### config.mk
export PLATFORM = sky130hd
export DESIGN_NAME = reg_bank_reader_flat
export DESIGN_NICKNAME = d
export VERILOG_FILES = /design/src/rtl/reg_bank_reader_if.sv /design/src/rtl/reg_bank_reader_store.sv /design/src/rtl/reg_bank_reader.sv /design/src/flat_wrapper.sv
export SDC_FILE = /design/constraint.sdc
export NUM_CORES = 1
export LEC_CHECK = 0
export CORE_MARGIN = 5
export CORE_UTILIZATION = 55
export CTS_BUF_LIST = sky130_fd_sc_hd__clkbuf_8
export DETAILED_ROUTE_END_ITERATION = 6
export DONT_BUFFER_PORTS = 1
export GPL_ROUTABILITY_DRIVEN = 1
export PLACE_DENSITY = 0.72
export SLEW_MARGIN = 20
export SYNTH_ARGS = -nofsm -noshare
export SYNTH_HDL_FRONTEND = slang
export SYNTH_SLANG_ARGS = --single-unit
### constraint.sdc
create_clock -name clk -period 4.45 [get_ports clk]
set_input_delay 0.89 -clock clk [delete_from_list [all_inputs] [get_ports clk]]
set_output_delay 0.89 -clock clk [all_outputs]
set_load 0.01 [all_outputs]
### src/rtl/reg_bank_reader_if.sv
// Bus bundle for reg_bank_reader: single-cycle write port, read request
// channel, read response channel and the in-flight request count.
interface reg_bank_reader_if #(
  parameter int WIDTH  = 8,
  parameter int ADDR_W = 3
);
  // Write port
  logic              wr_en;
  logic [ADDR_W-1:0] wr_addr;
  logic [WIDTH-1:0]  wr_data;
  // Read request channel
  logic              rd_req_valid;
  logic              rd_req_ready;
  logic [ADDR_W-1:0] rd_req_addr;
  // Read response channel
  logic              rd_rsp_valid;
  logic              rd_rsp_ready;
  logic [WIDTH-1:0]  rd_rsp_data;
  logic              rd_rsp_err;
  // Requests accepted but not yet consumed
  logic [1:0]        rd_pending;

  // Requester / writer side
  modport master (
    output wr_en, wr_addr, wr_data,
    output rd_req_valid, rd_req_addr, rd_rsp_ready,
    input  rd_req_ready, rd_rsp_valid, rd_rsp_data, rd_rsp_err, rd_pending
  );

  // Register bank side
  modport slave (
    input  wr_en, wr_addr, wr_data,
    input  rd_req_valid, rd_req_addr, rd_rsp_ready,
    output rd_req_ready, rd_rsp_valid, rd_rsp_data, rd_rsp_err, rd_pending
  );
endinterface

### src/rtl/reg_bank_reader_store.sv
// reg_bank_store: DEPTH x WIDTH register array with a single-cycle write
// port that silently drops out-of-range addresses, and an asynchronous read
// port that returns 0 for out-of-range addresses.
module reg_bank_store #(
  parameter int DEPTH  = 8,
  parameter int WIDTH  = 8,
  parameter int ADDR_W = 3
) (
  input  logic              clk,
  input  logic              rst,
  input  logic              wr_en,
  input  logic [ADDR_W-1:0] wr_addr,
  input  logic [WIDTH-1:0]  wr_data,
  input  logic [ADDR_W-1:0] rd_addr,
  output logic [WIDTH-1:0]  rd_data
);

  // DEPTH widened by one bit so the range compare also works when
  // DEPTH == 2**ADDR_W.
  localparam logic [ADDR_W:0] DEPTH_W = (ADDR_W + 1)'(DEPTH);

  logic [WIDTH-1:0] mem_q [DEPTH];
  logic [WIDTH-1:0] mem_d [DEPTH];
  logic             wr_in_range;
  logic             rd_in_range;

  assign wr_in_range = ({1'b0, wr_addr} < DEPTH_W);
  assign rd_in_range = ({1'b0, rd_addr} < DEPTH_W);

  // Write decode: update one entry, ignore addresses beyond the array.
  always_comb begin
    // NOTE: every variable gets its hold value first so no path leaves it
    // unassigned, which would otherwise infer a latch.
    mem_d = mem_q;
    if (wr_en && wr_in_range) begin
      mem_d[wr_addr] = wr_data;
    end
  end

  // Storage register array with asynchronous clear.
  always_ff @(posedge clk or posedge rst) begin
    if (rst) begin
      // NOTE: the array is made of flops rather than a RAM macro, so it can
      // be cleared on reset; a RAM-style array would not allow this.
      mem_q <= '{default: '0};
    end else begin
      // NOTE: non-blocking assignment so all flops update together at the
      // edge and readers in the same cycle see the old value.
      mem_q <= mem_d;
    end
  end

  // Asynchronous read port; out-of-range addresses read as 0.
  always_comb begin
    rd_data = '0;
    if (rd_in_range) begin
      rd_data = mem_q[rd_addr];
    end
  end

endmodule

### src/rtl/reg_bank_reader.sv
// reg_bank_reader: read-side responder for a small register bank.
// Two-stage valid/ready pipeline (S1 = address, S2 = response) in front of
// reg_bank_store, with write-first forwarding into the S1 -> S2 transfer,
// an out-of-range error flag and a count of requests in flight.
module reg_bank_reader #(
  parameter int DEPTH  = 8,
  parameter int WIDTH  = 8,
  parameter int ADDR_W = 3
) (
  input  logic              clk,
  input  logic              rst,
  reg_bank_reader_if.slave  bus
);

  localparam logic [ADDR_W:0] DEPTH_W = (ADDR_W + 1)'(DEPTH);

  // S1 (address stage)
  logic              s1_valid_q, s1_valid_d;
  logic [ADDR_W-1:0] s1_addr_q,  s1_addr_d;
  // S2 (response stage)
  logic              rsp_valid_q, rsp_valid_d;
  logic [WIDTH-1:0]  rsp_data_q,  rsp_data_d;
  logic              rsp_err_q,   rsp_err_d;
  // In-flight request count
  logic [1:0]        pending_q,   pending_d;

  logic              s2_adv;
  logic              req_ready;
  logic              req_acc;
  logic              rsp_cons;
  logic              s1_in_range;
  logic              fwd_hit;
  logic [WIDTH-1:0]  store_rd_data;

  reg_bank_store #(
    .DEPTH  (DEPTH),
    .WIDTH  (WIDTH),
    .ADDR_W (ADDR_W)
  ) u_store (
    .clk     (clk),
    .rst     (rst),
    .wr_en   (bus.wr_en),
    .wr_addr (bus.wr_addr),
    .wr_data (bus.wr_data),
    .rd_addr (s1_addr_q),
    .rd_data (store_rd_data)
  );

  // Handshake: S2 can take new data when empty or being drained; S1 can
  // take a request when empty or when it is moving into S2. Neither term
  // looks at rd_req_valid.
  assign s2_adv      = !rsp_valid_q || bus.rd_rsp_ready;
  assign req_ready   = !s1_valid_q || s2_adv;
  assign req_acc     = bus.rd_req_valid && req_ready;
  assign rsp_cons    = rsp_valid_q && bus.rd_rsp_ready;
  assign s1_in_range = ({1'b0, s1_addr_q} < DEPTH_W);
  // A write landing on the same edge as the transfer wins over the array.
  assign fwd_hit     = bus.wr_en && (bus.wr_addr == s1_addr_q);

  // S1 next state: load on accept, empty when it moves on with no refill.
  always_comb begin
    s1_valid_d = s1_valid_q;
    s1_addr_d  = s1_addr_q;
    if (req_ready) begin
      s1_valid_d = bus.rd_req_valid;
      if (bus.rd_req_valid) begin
        s1_addr_d = bus.rd_req_addr;
      end
    end
  end

  // S2 next state: capture S1 with range check and forwarding; hold while
  // stalled so the presented response never changes under backpressure.
  always_comb begin
    rsp_valid_d = rsp_valid_q;
    rsp_data_d  = rsp_data_q;
    rsp_err_d   = rsp_err_q;
    if (s2_adv) begin
      rsp_valid_d = s1_valid_q;
      if (s1_valid_q) begin
        if (!s1_in_range) begin
          rsp_data_d = '0;
          rsp_err_d  = 1'b1;
        end else if (fwd_hit) begin
          rsp_data_d = bus.wr_data;
          rsp_err_d  = 1'b0;
        end else begin
          rsp_data_d = store_rd_data;
          rsp_err_d  = 1'b0;
        end
      end
    end
  end

  // Pending count: +1 on accept, -1 on consume, unchanged when both.
  always_comb begin
    pending_d = pending_q + 2'(req_acc) - 2'(rsp_cons);
  end

  // Pipeline and counter registers with asynchronous clear.
  always_ff @(posedge clk or posedge rst) begin
    if (rst) begin
      s1_valid_q  <= 1'b0;
      s1_addr_q   <= '0;
      rsp_valid_q <= 1'b0;
      rsp_data_q  <= '0;
      rsp_err_q   <= 1'b0;
      pending_q   <= 2'd0;
    end else begin
      s1_valid_q  <= s1_valid_d;
      s1_addr_q   <= s1_addr_d;
      rsp_valid_q <= rsp_valid_d;
      rsp_data_q  <= rsp_data_d;
      rsp_err_q   <= rsp_err_d;
      pending_q   <= pending_d;
    end
  end

  // Only S1 and S2 can hold requests, so the count never exceeds 2.
  a_pending_max : assert property (@(posedge clk) disable iff (rst) pending_q <= 2'd2);

  assign bus.rd_req_ready = req_ready;
  assign bus.rd_rsp_valid = rsp_valid_q;
  assign bus.rd_rsp_data  = rsp_data_q;
  assign bus.rd_rsp_err   = rsp_err_q;
  assign bus.rd_pending   = pending_q;

endmodule

### src/flat_wrapper.sv
// flat-port wrapper written by rule: the top's interface ports become plain ports
module reg_bank_reader_flat 
#(
  parameter int DEPTH  = 8,
  parameter int WIDTH  = 8,
  parameter int ADDR_W = 3
)
  (clk, rst, bus_wr_en, bus_wr_addr, bus_wr_data, bus_rd_req_valid, bus_rd_req_addr, bus_rd_rsp_ready, bus_rd_req_ready, bus_rd_rsp_valid, bus_rd_rsp_data, bus_rd_rsp_err, bus_rd_pending);
  reg_bank_reader_if #(.WIDTH(WIDTH), .ADDR_W(ADDR_W)) bus_i ();
  input  logic clk;
  input  logic rst;
  input wire logic [$bits(bus_i.wr_en)-1:0] bus_wr_en;
  input wire logic [$bits(bus_i.wr_addr)-1:0] bus_wr_addr;
  input wire logic [$bits(bus_i.wr_data)-1:0] bus_wr_data;
  input wire logic [$bits(bus_i.rd_req_valid)-1:0] bus_rd_req_valid;
  input wire logic [$bits(bus_i.rd_req_addr)-1:0] bus_rd_req_addr;
  input wire logic [$bits(bus_i.rd_rsp_ready)-1:0] bus_rd_rsp_ready;
  output wire logic [$bits(bus_i.rd_req_ready)-1:0] bus_rd_req_ready;
  output wire logic [$bits(bus_i.rd_rsp_valid)-1:0] bus_rd_rsp_valid;
  output wire logic [$bits(bus_i.rd_rsp_data)-1:0] bus_rd_rsp_data;
  output wire logic [$bits(bus_i.rd_rsp_err)-1:0] bus_rd_rsp_err;
  output wire logic [$bits(bus_i.rd_pending)-1:0] bus_rd_pending;
  assign bus_i.wr_en = bus_wr_en;
  assign bus_i.wr_addr = bus_wr_addr;
  assign bus_i.wr_data = bus_wr_data;
  assign bus_i.rd_req_valid = bus_rd_req_valid;
  assign bus_i.rd_req_addr = bus_rd_req_addr;
  assign bus_i.rd_rsp_ready = bus_rd_rsp_ready;
  assign bus_rd_req_ready = bus_i.rd_req_ready;
  assign bus_rd_rsp_valid = bus_i.rd_rsp_valid;
  assign bus_rd_rsp_data = bus_i.rd_rsp_data;
  assign bus_rd_rsp_err = bus_i.rd_rsp_err;
  assign bus_rd_pending = bus_i.rd_pending;
  reg_bank_reader #(.DEPTH(DEPTH), .WIDTH(WIDTH), .ADDR_W(ADDR_W)) u_core (.clk(clk), .rst(rst), .bus(bus_i));
endmodule
# Word-level counts from Yosys, hierarchy flattened
# Index checks and enable logic that the tools add are counted.
[op_classes]
addsub = 2
order_cmp = 3
n_eq_ne = 1
n_mux = 7
n_bitwise = 2
n_reduce_logical = 10
[op_table]
columns = ["op", "n"]
rows = [
  ["64-bit bitwise mux", 1],
  ["8-bit 2-to-1 mux", 4],
  ["8-bit binary-select mux with 3-bit select", 1],
  ["8-bit demux with 3-bit select", 1],
  ["4-bit >= comparator, second input constant", 2],
  ["3-bit inverter with 4-bit output", 2],
  ["1-bit logical AND", 4],
  ["4-bit by 1-bit < comparator with 1-bit output, second input constant", 1],
  ["2-bit AND reduction", 2],
  ["3-bit equality test", 1],
  ["2-bit by 1-bit adder with 2-bit output", 1],
  ["1-bit logical NOT", 2],
  ["1-bit logical OR", 2],
  ["2-bit by 1-bit subtractor with 2-bit output", 1],
]
[word_totals]
reg_bits = 79
out_inout_bits = 13

# Depth between registers and ports, before layout
[logic_depth]
word_depth = 6
ltp_mapped = 6

# Modules after synthesis
# Synthesis repeated with hierarchy kept, for this count alone.
[hier_totals]
cells_unflattened = 257
hier_area_um2 = 3844.9
[by_module_without_submodules]
columns = ["mod", "n_inst", "cells_each", "area_per_inst_um2", "seq_area_each_um2"]
rows = [
  ["reg_bank_store", 1, 173, 3009.1, 1601.5],
  ["reg_bank_reader", 1, 84, 835.8, 375.4],
]

# Worst setup path after synthesis
# No wires, ideal clock.
[synth_timing]
path_kind = "input-to-reg"
start = "input port bus_wr_addr[0]"
end = "register u_core.rsp_data_q[1], in the netlist u_core.bus.rd_rsp_data[1]"
setup_ps = 126
t_arrival_ps = 1987
setup_slack_ps = 2337
stages = 6
cell_sequence = "buf_2 > xnor2_1 > and4_1 > and2_0 > clkbuf_1 > a221o_1"
[synth_between]
elab_chain_cells = 3
[synth_lines]
columns = ["item", "line", "source"]
rows = [
  ["start: declaration", "flat_wrapper.sv:13", "input wire logic [$bits(bus_i.wr_addr)-1:0] bus_wr_addr;"],
  ["3-bit equality test", "reg_bank_reader.sv:58", "assign fwd_hit = bus.wr_en && (bus.wr_addr == s1_addr_q);"],
  ["1-bit logical AND", "reg_bank_reader.sv:58", ""],
  ["8-bit 2-to-1 mux", "reg_bank_reader.sv:84", "end else if (fwd_hit) begin"],
  ["end signal: assignment", "reg_bank_reader.sv:113", "rsp_data_q <= rsp_data_d;"],
  ["end: declaration", "reg_bank_reader.sv:22", "logic [WIDTH-1:0] rsp_data_q, rsp_data_d;"],
]
# Every way passes these cells.
# A chain may end at the register's enable or synchronous reset.

# Worst setup path after layout
[layout_timing]
start = "register u_core.s1_addr_q[2]"
end = "register u_core.rsp_data_q[2], in the netlist u_core.bus.rd_rsp_data[2]"
[layout_between]
elab_chain_cells = 5
[layout_lines]
columns = ["item", "line", "source"]
rows = [
  ["start: declaration", "reg_bank_reader.sv:19", "logic [ADDR_W-1:0] s1_addr_q, s1_addr_d;"],
  ["start signal: assignment", "reg_bank_reader.sv:111", "s1_addr_q <= s1_addr_d;"],
  ["3-bit inverter with 4-bit output (not written as such)", "reg_bank_reader_store.sv:57", "rd_data = mem_q[rd_addr];"],
  ["8-bit binary-select mux with 3-bit select", "reg_bank_reader_store.sv:57", ""],
  ["8-bit 2-to-1 mux (not written as such) (2 in series)", "reg_bank_reader_store.sv:57", ""],
  ["8-bit 2-to-1 mux *", "reg_bank_reader.sv:84", ""],
]
# Mark *: on every way between the ends. The rest lies on a longest branch, timed or not. The select of a mux whose other input is x is not followed.

==> flow_summary.ini <==
[yosys]
synth_common_cells = dfrtp_1, mux2_2, nand2_1, o21ai_0
ys_types = 29
synth-compound-area-share_pct = 4.83
syn_inst = 258
ys_warn_count = 0
synth-adder-area-share_pct = 0.695
ys_ff_latch = 79
synth_mux_area_share_pct = 27.8
syn_avg_cell_area_um2 = 14.0
post-synth-top-count-cell = dfrtp_1
yosysTopAreaCellShare_pct = 54.9
async_flop_share_pct = 100
synth_top_area_cell = dfrtp_1
synth_flop_cell = dfrtp_1
netlist_top_cells_area = dfrtp_1, mux2_2, mux4_2
synthSimpleGateAreaFrac_pct = 7.33
synth_edf_count = 0
synth-xor-area-share_pct = 1.22
synth_top_family_by_area = multiplexers
seq_area_frac_synth_pct = 54.9
synthesis.area_um2 = 3600
syn-num-nets = 279

[global_route]
grt_pass1_vias = 2202
grt-ovfl-total = 0
antenna_found_initial = 0
grtUsageTotal_pct = 19.8
grt_pass1_wl_um = 12300
grt_max_degree = 46

[drt]
wl_um = 7620
wl_per_cell_um = 22.8
remaining_drc_errors = 0
dr.first_iter.drc_count = 92
ant_nets = 0
drtPass1Iterations = 4
num_vias = 2078
via_per_inst = 6.22

[power]
p_seq_share_pct = 56.5
p_int_mw = 1.31
swShare_pct = 28.0
switchingPower_mw = 0.508
p_leak_nw = 1.65
powerDensity_nw_per_um2 = 481
pwr-share-clk_pct = 24.5
ir_drop_mv = 0.297
comb_power_share_pct = 19.0

[final_layout]
n_antenna_cell = 0
syn2layout_area_growth_pct = 4.93
nets = 276
fillerInstances = 492
fin_cells = 334
final_layout_size_suffix_gt1_share_pct = 30.4

[setup_path]
crit_type = reg -> reg
critical-path-slowest-cell = dfrtp_1
cp-startpoint = u_core.s1_addr_q[2]$_DFFE_PP0P_
ff2ff_setup_slack_ns = 2.15
critical_path_depth = 4
critical_path.endpoint_type = flip-flop
ff2ff_path_depth = 4
cp_max_fo = 18
critPathBufInv = 0
critPathTopFamily = flip-flops
crit_end = u_core.bus.rd_rsp_data[2]$_DFFE_PP0P_
cp-start-kind = flip-flop
r2r-end = u_core.bus.rd_rsp_data[2]$_DFFE_PP0P_
rr_startpoint = u_core.s1_addr_q[2]$_DFFE_PP0P_
crit_chain = xnor2_1, and4_1, nor2b_1, a221oi_1
crit_required_ns = 4.63
worstPathArrival_ns = 2.47
cpPeakStageDelay_ns = 0.92

[timing]
fmax_mhz = 435
slew_violations = 0
tightest_slew_ns = 0.999
fin_crit_sh_pct = 51.7
setup_slack_ns = 2.15
fin_skew_ns = 0.00726
setup_viol = 0
tns_ns = 0
hold_viol = 0
period_needed_ns = 2.30
rsz0062_at_grt = false
slew_headroom_pct = 33.1

[cts]
numCtsBuffers = 9
cts_max_path_buffers = 2
clock-sinks = 79
cts_hold_buf = 0
post_cts_buffers = 0
worstSkewPairLatency_ns = 0.35
h-tree-depth = 3
cts_tree = built
cts_resized = 0
cts.clk_slew.worst_paths_ns = 0.08
cts-root-buf = clkbuf_8

[floorplan]
dieHeight_um = 90.9
core_um2 = 6350
die_w_um = 90.9
ioPinCount = 32
row_count = 29
die_area_um2 = 8270
start_util_pct = 56.7

[place]
io_buffers = 0
preCtsSetupSlack_ns = 1.88
dp.cells = 321
finalWeightedCongestion = 0.735
hpwl_um = 4970

[flow_run]
max_cap_violations = 0

[status]
status = completed

[min_path]
hold_depth = 2
hp-class = reg -> reg
## sequential cells by signal (all words and copies together) (netlist names)
name,cells
u_core.bus.rd_pending,2
u_core.u_store.mem_q,64
u_core.s1_addr_q,3
u_core.bus.rd_rsp_valid,1
u_core.bus.rd_rsp_data,8
u_core.s1_valid_q,1
## cell families (layout without fill, tap and decap cells)
group	Yosys count	in the layout
flops	79	79
xor+xnor	5	5
mux	71	71
other cells	1	1
simple gates	48	48
compound gates	28	28
buf+inv	24	23
fa+ha+maj	2	2
## cells in the final DEF, fill, tap and decap left out, drive strengths merged, types with 2 or more instances in the layout
| master | Yosys | routed |
|---|---|---|
| nand2 | 22 | 22 |
| o21ai | 20 | 20 |
| nor2b | 4 | 4 |
| nor3 | 2 | 2 |
| nand4b | 3 | 3 |
| mux2i | 5 | 5 |
| mux4 | 16 | 16 |
| clkbuf | 8 | 10 |
| ha | 2 | 2 |
| dfrtp | 79 | 79 |
| nand2b | 4 | 4 |
| clkinv | 0 | 3 |
| nor2 | 5 | 5 |
| mux2 | 50 | 50 |
| a221oi | 5 | 5 |
| inv | 9 | 9 |
| xnor2 | 5 | 5 |
| nor3b | 2 | 2 |
| and2 | 3 | 3 |
| a221o | 3 | 3 |
## per-layer routing
metal	routed length [um]	vias to the layer above	global-route usage [%]
li1	-	924	-
met4	133	0	6.85
met2	3920	63	31.8
met5	0	-	0
met3	410	15	5.08
met1	3150	1076	26.4
## worst min-delay path, cell delays in order, from the launching register on
cell and delay, ns:
dfrtp_1 0.34, nand2_1 0.04, o21ai_0 0.06
## power by group through the flow
stage	registers, mW	clock network [mW]	logic, mW
finish	1.03	0.444	0.346
floorplan	0.970	0	0.333
global route	1.05	0.477	0.389
global placement	1.03	0	0.333
detailed placement	1.04	0	0.350
CTS	1.03	0.450	0.351
## layout make-up
type | count | area [um2] | share of cell area (%)
Timing Repair Buffer | 1 | 7.51 | 0.199
Sequential cell | 79 | 1980 | 52.4
Tap cell | 77 | 96.3 | 2.55
Clock buffer | 10 | 138 | 3.64
Multi-Input combinational cell | 155 | 1510 | 40.0
Inverter | 9 | 35.0 | 0.927
Clock inverter | 3 | 13.8 | 0.364
## worst min path at each step
stage / slack (ns) / start / endpoint
after detailed placement: 0.47 / u_core.u_store.mem_q[22]$_DFFE_PP0P_ / u_core.u_store.mem_q[22]$_DFFE_PP0P_
after global placement: 0.46 / u_core.u_store.mem_q[10]$_DFFE_PP0P_ / u_core.u_store.mem_q[10]$_DFFE_PP0P_
after floorplan: 0.44 / u_core.u_store.mem_q[34]$_DFFE_PP0P_ / u_core.u_store.mem_q[34]$_DFFE_PP0P_
after CTS: 0.48 / u_core.u_store.mem_q[22]$_DFFE_PP0P_ / u_core.u_store.mem_q[22]$_DFFE_PP0P_
final: 0.48 / u_core.u_store.mem_q[22]$_DFFE_PP0P_ / u_core.u_store.mem_q[22]$_DFFE_PP0P_
after global routing: 0.51 / u_core.u_store.mem_q[10]$_DFFE_PP0P_ / u_core.u_store.mem_q[10]$_DFFE_PP0P_
## per-stage QoR
stage               hold WS, ns  cell area, um2  utilization, %  total power, mW
finish                    0.479            3780            59.5             1.82
CTS                       0.482            3780            59.5             1.83
global route              0.512            3780            59.5             1.91
detailed placement        0.466            3630            57.1             1.39
floorplan                 0.442            3600               -             1.30
global placement          0.456            3630            57.1             1.36
No activity file was read; power rests on OpenSTA's default activity.
